## src/rtl/serial_adder.sv

```systemverilog
// serial_adder: multi-cycle ripple adder, one DIGIT-bit chunk per clock, LSB chunk first.
// Ports: clk, rst (sync, active-high), start/a/b/cin in; busy, done, sum, cout, ovf out.
module serial_adder #(
    parameter int WIDTH = 8,
    parameter int DIGIT = 1
) (
    input  logic             clk,
    input  logic             rst,
    input  logic             start,
    input  logic [WIDTH-1:0] a,
    input  logic [WIDTH-1:0] b,
    input  logic             cin,
    output logic             busy,
    output logic             done,
    output logic [WIDTH-1:0] sum,
    output logic             cout,
    output logic             ovf
);

    localparam int N  = WIDTH / DIGIT;
    localparam int CW = (N > 1) ? $clog2(N) : 1;

    localparam logic [1:0] S_IDLE = 2'd0;
    localparam logic [1:0] S_RUN  = 2'd1;
    localparam logic [1:0] S_DONE = 2'd2;

    logic [1:0]       state;
    logic [WIDTH-1:0] op_a;
    logic [WIDTH-1:0] op_b;
    logic [WIDTH-1:0] acc;
    logic             carry;
    logic [CW-1:0]    cnt;

    logic [DIGIT-1:0] a_chunk;
    logic [DIGIT-1:0] b_chunk;
    logic [DIGIT:0]   slice;
    logic             c_msb;
    logic             last;
    logic [WIDTH-1:0] acc_nxt;

    // Operands shift right each RUN cycle, so the active chunk is
    // always the low DIGIT bits.
    assign a_chunk = op_a[DIGIT-1:0];
    assign b_chunk = op_b[DIGIT-1:0];

    assign slice = {1'b0, a_chunk}
                 + {1'b0, b_chunk}
                 + {{DIGIT{1'b0}}, carry};

    // Carry into the top bit of the chunk, recovered from a^b^s.
    assign c_msb = a_chunk[DIGIT-1]
                 ^ b_chunk[DIGIT-1]
                 ^ slice[DIGIT-1];

    // Result chunks enter at the top and shift down; after N
    // cycles chunk 0 sits at bit 0.
    assign acc_nxt = (acc >> DIGIT)
                   | (WIDTH'(slice[DIGIT-1:0]) << (WIDTH - DIGIT));

    assign last = (cnt == CW'(N - 1));

    assign busy = (state == S_RUN);
    assign done = (state == S_DONE);

    always_ff @(posedge clk) begin
        if (rst) begin
            state <= S_IDLE;
            op_a  <= '0;
            op_b  <= '0;
            acc   <= '0;
            carry <= 1'b0;
            cnt   <= '0;
            sum   <= '0;
            cout  <= 1'b0;
            ovf   <= 1'b0;
        end else begin
            case (state)
                S_IDLE, S_DONE: begin
                    if (start) begin
                        op_a  <= a;
                        op_b  <= b;
                        carry <= cin;
                        cnt   <= '0;
                        state <= S_RUN;
                    end else begin
                        state <= S_IDLE;
                    end
                end
                S_RUN: begin
                    op_a  <= op_a >> DIGIT;
                    op_b  <= op_b >> DIGIT;
                    acc   <= acc_nxt;
                    carry <= slice[DIGIT];
                    if (last) begin
                        sum   <= acc_nxt;
                        cout  <= slice[DIGIT];
                        ovf   <= c_msb ^ slice[DIGIT];
                        state <= S_DONE;
                    end else begin
                        cnt <= cnt + CW'(1);
                    end
                end
                default: begin
                    state <= S_IDLE;
                end
            endcase
        end
    end

endmodule

```

## config.mk

```make
export PLATFORM = sky130hd
export DESIGN_NAME = serial_adder
export DESIGN_NICKNAME = d
export VERILOG_FILES = /design/src/rtl/serial_adder.sv
export SDC_FILE = /design/constraint.sdc
export NUM_CORES = 1
export LEC_CHECK = 0
export ABC_AREA = 1
export CORE_MARGIN = 4
export CORE_UTILIZATION = 53
export CTS_BUF_LIST = sky130_fd_sc_hd__clkbuf_4
export CTS_CLUSTER_DIAMETER = 200
export CTS_CLUSTER_SIZE = 28
export DETAILED_ROUTE_END_ITERATION = 6
export GPL_TIMING_DRIVEN = 1
export PLACE_DENSITY_LB_ADDON = 0.2
export SKIP_CTS_REPAIR_TIMING = 1
export SYNTH_ARGS = -nofsm -noshare
export SYNTH_HDL_FRONTEND = slang
export SYNTH_SLANG_ARGS = --single-unit
```

## constraint.sdc

```tcl
create_clock -name clk -period 1.4 [get_ports clk]
set_input_delay 0.21 -clock clk [delete_from_list [all_inputs] [get_ports clk]]
set_output_delay 0.21 -clock clk [all_outputs]
set_load 0.01 [all_outputs]
```

==> flow_summary.json, run 1 <==
{
  "rr_startpoint": "carry",
  "boundaryPins": 32,
  "dpl-instance-area_mm2": 0.00207,
  "yosys_warnings": 0,
  "clk_path_buf_depth": 2,
  "finalSetupViolations": 0,
  "grt_max_degree": 25,
  "end_kind": "flip-flop",
  "drv_slew": 0,
  "max_stage_delay_ps": 580,
  "dp_cells": 300,
  "yosysUniqueCellTypes": 25,
  "layout.cells.non_filler": 310,
  "worst_slack_ps": 30.5,
  "syn_nets": 247,
  "ir_drop_uv": 727,
  "finalCriticalPeriod_ps": 1370,
  "grt_overflow": 0,
  "hpwl_um": 2460,
  "timing.final.crit_share_pct": 97.8,
  "pre_cts_ws_ps": -32.8,
  "avgSynthCellArea_um2": 7.42,
  "setup_tns_ps": 0,
  "htreeDepth": 2,
  "start_util_pct": 54.9,
  "grt_pass1_wl_um": 6110,
  "worst_pin_slew_ps": 262,
  "grt_use_total_pct": 19.1,
  "status": "finished, final reports clean",
  "fp.dieH_um": 64.0,
  "drive_above_1_share_pct": 16.2,
  "die-area_mm2": 0.00409,
  "postRouteAntennaNets": 0,
  "cp.required_ps": 1690,
  "maxCapViolations": 0,
  "regToRegSetupSlack_ps": 30,
  "vias": 1531,
  "clkSinkCount": 39,
  "cp_common_cell": "nand2_1",
  "ys_ff_latch": 39,
  "grt_pass1_vias": 1391,
  "crit_type": "reg -> reg",
  "antenna_found_initial": 0,
  "fp.dieW_um": 64.0,
  "rr_endpoint": "ovf",
  "vias_per_cell": 4.94,
  "ys_seq_area_share_pct": 47.0,
  "area_delta_synth_final_pct": 34.0,
  "fin_skew_ps": 10.9,
  "rsz0062_at_grt": "yes",
  "clock_latency_ps": 340,
  "gp_congestion": 0.792,
  "row_count": 20,
  "hold_violations": 0,
  "routed_wl_um": 3560,
  "hold_path_startpoint": "a[7]",
  "crit_buf_inv": 1,
  "hold_depth": 3,
  "fmax_ghz": 0.730,
  "netlist_area_mm2": 0.00166,
  "hold_class": "in -> reg",
  "whs_endpoint": "op_a[7]",
  "worstPathMaxFanout": 3,
  "worst_ep_arrival_time_ps": 1660,
  "p_leak_nw": 1.16,
  "cts_tree": "yes",
  "drt-wirelength-per-cell_um": 11.5,
  "cts_root_buffer": "clkbuf_4",
  "stdcell_area_mm2": 0.00223,
  "worstPathCellList": "fa_1, inv_2, nand2_1, nand2_1, nand2_1, nand2_1, a21oi_1",
  "nets": 288,
  "diodes": 0,
  "firstDrtPassIters": 4,
  "cp_top_family": "adder cells",
  "cts_buffers": 5,
  "cp_slowest_cell": "fa_1",
  "clk_pin_slew_worst_paths_ps": 120,
  "synth_flop_cell": "dfxtp_1",
  "synth_edf_count": 0,
  "startpoint_type": "flip-flop",
  "drt_iter0_drc": 94,
  "p_total_mw": 2.39,
  "ff2ff_path_depth": 7,
  "port_buffers": 31,
  "synthArstFlopShare_pct": 0,
  "post-route-drc-count": 0,
  "p_per_area_mw_per_mm2": 1070,
  "slew_headroom_pct": 82.4,
  "syn_inst": 224,
  "core_mm2": 0.00303
}
[final cells by class]
cell class | instances | area (µm²)
flip-flops and latches | 39 | 791
clock buffers | 5 | 37.5
well taps | 44 | 55.1
clock inverters | 3 | 38.8
repair buffers | 43 | 455
fillers | 228 | 802
inverters | 20 | 80.1
multi-input cells | 156 | 768
[synth_stat cells (3+ instances only)]
cell	n	area, µm²
inv_2	5	18.8
nand3_1	14	70.1
inv_1	14	52.6
nor2_1	40	150
buf_2	5	25.0
dfxtp_1	39	781
a21oi_1	8	40.0
or2_0	3	18.8
o21ai_0	21	105
or2_1	3	18.8
nor3_1	21	105
nand2_1	34	128
[placed cells by master (no fill, tap or decap), types with 2 or more instances in the layout]
master | netlist | routed
a21oi_1 | 8 | 8
buf_4 | 2 | 10
dfxtp_2 | 0 | 5
nand3_1 | 14 | 14
clkdlybuf4s50_1 | 0 | 19
nand2_2 | 1 | 2
dlymetal6s2s_1 | 0 | 12
or2_0 | 3 | 3
inv_1 | 14 | 13
or2_2 | 2 | 2
nor2_1 | 40 | 39
nor2_2 | 1 | 2
buf_12 | 0 | 2
dfxtp_1 | 39 | 33
nand2_1 | 34 | 33
o21ai_0 | 21 | 21
inv_4 | 1 | 2
or2_1 | 3 | 3
inv_2 | 5 | 5
o21ai_1 | 2 | 2
nor3_1 | 21 | 21
clkbuf_4 | 0 | 5
[sequential cells by signal (all words and copies together) (netlist names)]
| name | cells |
|---|---|
| acc | 7 |
| carry | 1 |
| cnt | 3 |
| cout | 1 |
| op_a | 8 |
| op_b | 8 |
| ovf | 1 |
| state | 2 |
| sum | 8 |
[worst max-delay path by stage]
stage	slack, ps	cells past startpoint	end	startpoint
2_1_floorplan	90	7	ovf	op_a[0]
3_3_place_gp	-30	5	op_a[1]	start
3_5_place_dp	-30	5	op_a[1]	start
4_1_cts	-270	3	busy	state[0]
5_1_grt	-70	7	ovf	carry
6_report	30	7	ovf	carry
[through the flow]
stage | utilization [%] | hold WS, ps
global route | 73.5 | 425
detailed placement | 68.4 | 454
global placement | 68.4 | 444
finish | 73.5 | 414
CTS | 71.0 | 401
floorplan | - | 279
[worst register-to-register path: stages (launching register included)]
cell and delay, ps:
dfxtp_2 350, fa_1 580, inv_2 60, nand2_1 60
nand2_1 50, nand2_1 60, nand2_1 50, a21oi_1 110
[cell families (layout without fill, tap and decap cells)]
family | count (synthesis) | in the layout | synth area share (%)
flops | 39 | 39 | 47.0
compound gates | 31 | 31 | 9.34
fa+ha+maj | 3 | 3 | 2.71
simple gates | 122 | 122 | 33.0
buf+inv | 29 | 71 | 7.98
[where the power goes]
| group | switching, mW | internal, mW | leakage (nW) |
|---|---|---|---|
| Combinational | 0.231 | 0.199 | 0.794 |
| Clock | 0.359 | 0.367 | 0.0426 |
| Sequential | 0.0459 | 1.19 | 0.322 |
| Total | 0.636 | 1.75 | 1.16 |
[routing by layer]
metal  routed length (µm)  GRT usage (%)
met1                 1640           24.2
met2                 1690           30.3
met3                  185           6.33
met4                   44           6.47
met5                    0              0
Note: power is estimated with default switching activity, not from simulation.
==> run 2: changes to the inputs <==
Settings changed: CORE_MARGIN 4 to 2.
==> run 2 against run 1 <==
  * Global-route usage grew 1.7 points
  * Sequential share of layout area up 1.1 points
  * Clock skew down 8.0 ps
  * Non-clock buffer count down 3
  * Via count fell by 1.8%
  * Critical path type unchanged
  * Critical endpoint unchanged
  * Largest power group unchanged
  * Final area shrank 3.7%
  * Register-to-register slack about the same
  * Combinational power decreased by 6.7%
==> flow_summary.json, run 2 (same netlist as run 1, synthesis figures left out) <==
{
  "status": "finished, final reports clean",
  "hold_violations": 0,
  "p_sw_mw": 0.607,
  "cp_common_cell": "nand2_1",
  "hold_path_startpoint": "a[7]",
  "boundaryPins": 32,
  "finalSetupViolations": 0,
  "p_clk_share_pct": 25.2,
  "grt_pass1_vias": 1299,
  "crit_type": "reg -> reg",
  "drt-wirelength-per-cell_um": 11.0,
  "gp_congestion": 0.806,
  "worstPathCellList": "fa_1, inv_1, nand2_1, nand2_1, nand2_1, nand2_1, a21oi_1",
  "rr_endpoint": "ovf",
  "drive_above_1_share_pct": 12.2,
  "grt_use_total_pct": 20.8,
  "clk_path_buf_depth": 2,
  "vias_per_cell": 4.90,
  "cts_root_buffer": "clkbuf_4",
  "cts_buffers": 5,
  "n_fill_cell": 282,
  "dp_cells": 298,
  "p_leak_nw": 1.13,
  "fp.dieW_um": 60.0,
  "whs_endpoint": "op_a[7]",
  "core_mm2": 0.00303,
  "rr_startpoint": "op_a[0]",
  "final_cell_mix": "nor2_1 (40), dfxtp_1 (36), nand2_1 (33)",
  "drt_iter0_drc": 74,
  "p_per_area_mw_per_mm2": 1020,
  "port_buffers": 31,
  "p_int_mw": 1.58,
  "start_util_pct": 54.9,
  "ff2ff_path_depth": 7,
  "fp.dieH_um": 60.0,
  "grt_overflow": 0,
  "clk_pin_slew_worst_paths_ps": 110,
  "met3_usage_pct": 6.71,
  "hold_depth": 3,
  "worst_ep_arrival_time_ps": 1650,
  "finalCriticalPeriod_ps": 1380,
  "p_comb_share_pct": 18.4,
  "fin_skew_ps": 2.83,
  "slew_headroom_pct": 82.7,
  "drv_slew": 0,
  "stdcell_area_mm2": 0.00214,
  "worstPathMaxFanout": 4,
  "layout.cells.non_filler": 307,
  "routed_wl_um": 3370,
  "nets": 285,
  "p_total_mw": 2.18,
  "end_kind": "flip-flop",
  "hold_class": "in -> reg",
  "use_met1_pct": 27.8,
  "cp_top_family": "adder cells",
  "startpoint_type": "flip-flop",
  "cts_tree": "yes",
  "cp_slowest_cell": "fa_1",
  "grtUsageMet2_pct": 32.3,
  "grt.busiest_layer": "met2",
  "cp.required_ps": 1670,
  "ir_drop_uv": 822,
  "antenna_found_initial": 0,
  "fmax_ghz": 0.725,
  "grt_max_degree": 25,
  "row_count": 20,
  "layout_commonest_cell": "nor2_1",
  "crit_buf_inv": 1,
  "largestRegisters": "op_a: 8 flops, op_b: 8 flops, sum: 8 flops",
  "area_delta_synth_final_pct": 29.1,
  "clock_latency_ps": 320,
  "firstDrtPassIters": 4,
  "max_stage_delay_ps": 580,
  "switching_share_pct": 27.8,
  "hpwl_um": 2350,
  "vias": 1503,
  "die-area_mm2": 0.00360,
  "seq_power_share_pct": 56.4,
  "dpl-instance-area_mm2": 0.00204,
  "postRouteAntennaNets": 0,
  "regToRegSetupSlack_ps": 20,
  "grt_pass1_wl_um": 5640,
  "final_core_util_pct": 70.8,
  "worst_pin_slew_ps": 259,
  "maxCapViolations": 0,
  "clkSinkCount": 39,
  "diodes": 0,
  "timing.final.crit_share_pct": 98.5,
  "rsz0062_at_grt": "yes",
  "post-route-drc-count": 0,
  "htreeDepth": 2
}
## run 2: worst min-delay path, cell delays in order
cell and delay [ps]:
clkdlybuf4s50_1 390, nand2_1 60, a21oi_1 50
## run 2: through the flow
| step | TNS (ps) | hold WS (ps) | setup WS, ps |
|---|---|---|---|
| final | 0 | 426 | 21.1 |
| after global routing | -121 | 435 | -66.8 |
| after CTS | -637 | 419 | -248 |
| after detailed placement | 0 | 448 | 30.8 |
| after global placement | 0 | 443 | 57.5 |
| after floorplan | 0 | 279 | 93.4 |
## run 2: layout make-up
type / instances / area, µm² / share of cell area, %
sequential: 39 / 785 / 36.6
inverter: 20 / 77.6 / 3.62
clock buffer: 6 / 45.0 / 2.10
multi-input combinational: 156 / 751 / 35.0
clock inverter: 2 / 7.51 / 0.350
timing repair buffer: 40 / 424 / 19.8
tap: 44 / 55.1 / 2.57
## run 2: how the worst max path moves through the flow
stage,endpoint,cells after the start,from
2_1_floorplan,ovf,7,op_a[0]
3_3_place_gp,op_a[4],5,start
3_5_place_dp,ovf,7,op_a[0]
4_1_cts,busy,3,state[0]
5_1_grt,ovf,7,op_a[0]
6_report,ovf,7,op_a[0]
## run 2: layer usage
layer	vias to the layer above	share of wire (%)	wire [µm]
li1	799	-	-
met1	670	50	1690
met2	32	46	1550
met3	2	3.7	126
met4	0	0.39	13
met5	-	0	0
## run 2: power by group through the flow
stage | Combinational [mW] | Clock, mW | Sequential [mW]
finish | 0.401 | 0.550 | 1.23
global route | 0.458 | 0.611 | 1.24
global placement | 0.389 | 0 | 1.25
floorplan | 0.278 | 0 | 1.24
CTS | 0.400 | 0.559 | 1.23
detailed placement | 0.399 | 0 | 1.26
==> run 3: changes to the inputs <==
Settings changed: CAP_MARGIN set to 20, GPL_TIMING_DRIVEN 1 to 0.
==> run 3 against run 2 <==
  * Critical endpoint is now busy
  * Sequential power barely moved
  * Sequential share of layout area fell by 0.50 points
  * Final area rose by 1.9%
  * Critical path depth fell by 2
  * Register-to-register slack improved by 20 ps
  * Global-route usage rose by 1.3 points
  * First-iteration DRC count fell by 20%
  * Power rose by 0.82%
  * Flip-flop and latch count did not move
  * Combinational power rose by 2%
  * Highest routed layer unchanged
  * Via count rose by 3.3%
  * The flow now finishes with violations (setup timing)
==> flow_summary.json, run 3 (same netlist as run 1, synthesis figures left out) <==
{
  "status": "finished with violations",
  "violations": "setup timing",
  "p_comb_share_pct": 18.5,
  "cp_top_family": "buffers and inverters",
  "row_count": 20,
  "switching_share_pct": 28.5,
  "postRouteAntennaNets": 0,
  "slew_headroom_pct": 75.3,
  "dp_cells": 299,
  "timing.final.crit_share_pct": 104,
  "stdcell_area_mm2": 0.00218,
  "drv_slew": 0,
  "hpwl_um": 2460,
  "crit_buf_inv": 4,
  "vias_per_cell": 4.99,
  "routed_wl_um": 3570,
  "start_util_pct": 54.9,
  "cts_tree": "yes",
  "nets": 289,
  "hold_ws_ps": 407,
  "ir_drop_uv": 619,
  "end_kind": "output port",
  "gp_congestion": 0.797,
  "seq_power_share_pct": 56.1,
  "layout_commonest_cell": "nor2_1",
  "worst_pin_slew_ps": 371,
  "worstPathCellList": "inv_1, nand2_4, inv_6, buf_6, clkbuf_2",
  "htreeDepth": 2,
  "die-area_mm2": 0.00360,
  "fp.dieH_um": 60.0,
  "max_stage_delay_ps": 310,
  "clkSinkCount": 39,
  "p_int_mw": 1.57,
  "area_delta_synth_final_pct": 31.5,
  "rsz0062_at_grt": "yes",
  "grt_pass1_vias": 1310,
  "cts_buffers": 5,
  "antenna_found_initial": 0,
  "firstDrtPassIters": 4,
  "p_clk_share_pct": 25.3,
  "finalCriticalPeriod_ps": 1460,
  "crit_type": "reg -> out",
  "p_total_mw": 2.20,
  "worst_slack_ps": -61.0,
  "clk_pin_slew_worst_paths_ps": 110,
  "port_buffers": 31,
  "dpl-instance-area_mm2": 0.00203,
  "grt_max_degree": 12,
  "cp.required_ps": 1190,
  "final_core_util_pct": 72.1,
  "p_per_area_mw_per_mm2": 1010,
  "grt_pass1_wl_um": 5830,
  "fp.dieW_um": 60.0,
  "drt-wirelength-per-cell_um": 11.5,
  "finalSetupViolations": 1,
  "grt_overflow": 0,
  "drive_above_1_share_pct": 16.1,
  "cts_root_buffer": "clkbuf_4",
  "drt_iter0_drc": 59,
  "p_leak_nw": 1.12,
  "startpoint_type": "flip-flop",
  "worst_ep_arrival_time_ps": 1250,
  "p_sw_mw": 0.626,
  "largestRegisters": "op_a: 8 flops, op_b: 8 flops, sum: 8 flops",
  "boundaryPins": 32,
  "worstPathMaxFanout": 10,
  "diodes": 0,
  "post-route-drc-count": 0,
  "regToRegSetupSlack_ps": 40,
  "layout.cells.non_filler": 311,
  "clk_path_buf_depth": 2,
  "vias": 1552,
  "cp_slowest_cell": "dfxtp_1",
  "clock_latency_ps": 350,
  "grt_use_total_pct": 22.0,
  "hold_violations": 0,
  "maxCapViolations": 0,
  "final_cell_mix": "nor2_1 (39), nand2_1 (33), dfxtp_1 (33)",
  "fmax_ghz": 0.684,
  "core_mm2": 0.00303,
  "hold_class": "in -> reg",
  "fin_skew_ps": 7.01
}
-- run 3: cell count changes in the layout (fill, tap and decap cells not counted), moves of 2 or more --
| cell | previous run | this run |
|---|---|---|
| buf_2 | 0 | 5 |
| buf_4 | 7 | 4 |
| buf_6 | 1 | 3 |
| dfxtp_1 | 36 | 33 |
| dfxtp_2 | 3 | 6 |
| ha_1 | 2 | 0 |
| ha_4 | 0 | 2 |
-- run 3: area by class of cell --
type | count | area [µm²]
fill | 249 | 843
sequential | 39 | 788
multi-input combinational | 156 | 778
timing repair buffer | 35 | 367
inverter | 20 | 85.1
buffer | 9 | 58.8
tap | 44 | 55.1
clock buffer | 6 | 45.0
clock inverter | 2 | 7.51
-- run 3: worst paths after layout --
| path | start | endpoint | depth (start not counted) |
|---|---|---|---|
| worst max-delay path | state[1] | busy | 5 |
| worst min-delay path | b[7] | op_b[7] | 3 |
| worst max register to register | carry | ovf | 7 |
| worst min register to register | op_b[7] | op_b[7] | 2 |
-- run 3: routing by layer --
metal	part of all wire, %	routed length (µm)	track usage [%]
met1	45	1610	28.8
met2	48	1710	34.8
met3	4.6	165	4.55
met4	2.0	73	10.2
met5	0	0	0
-- run 3: power by group through the flow --
stage                     sequential [mW]  combinational (mW)  clock [mW]
after global placement               1.25               0.392           0
final                                1.24               0.408       0.557
after global routing                 1.25               0.468       0.620
after CTS                            1.23               0.400       0.578
after floorplan                      1.24               0.278           0
after detailed placement             1.25               0.399           0
-- run 3: metrics by stage --
stage               worst slack (ps)  setup TNS [ps]
floorplan                       93.4               0
global placement                -157           -1850
detailed placement              -184           -1840
CTS                             -587           -1460
global route                    -134            -183
finish                         -61.0           -61.0
-- run 3: tightest hold or removal path: cells and delay by family --
kind                   cells  cell delay (ps)
AO/OA/AOI/OAI              1               50
buffers and inverters      1              390
AND/OR/NAND/NOR            1               60
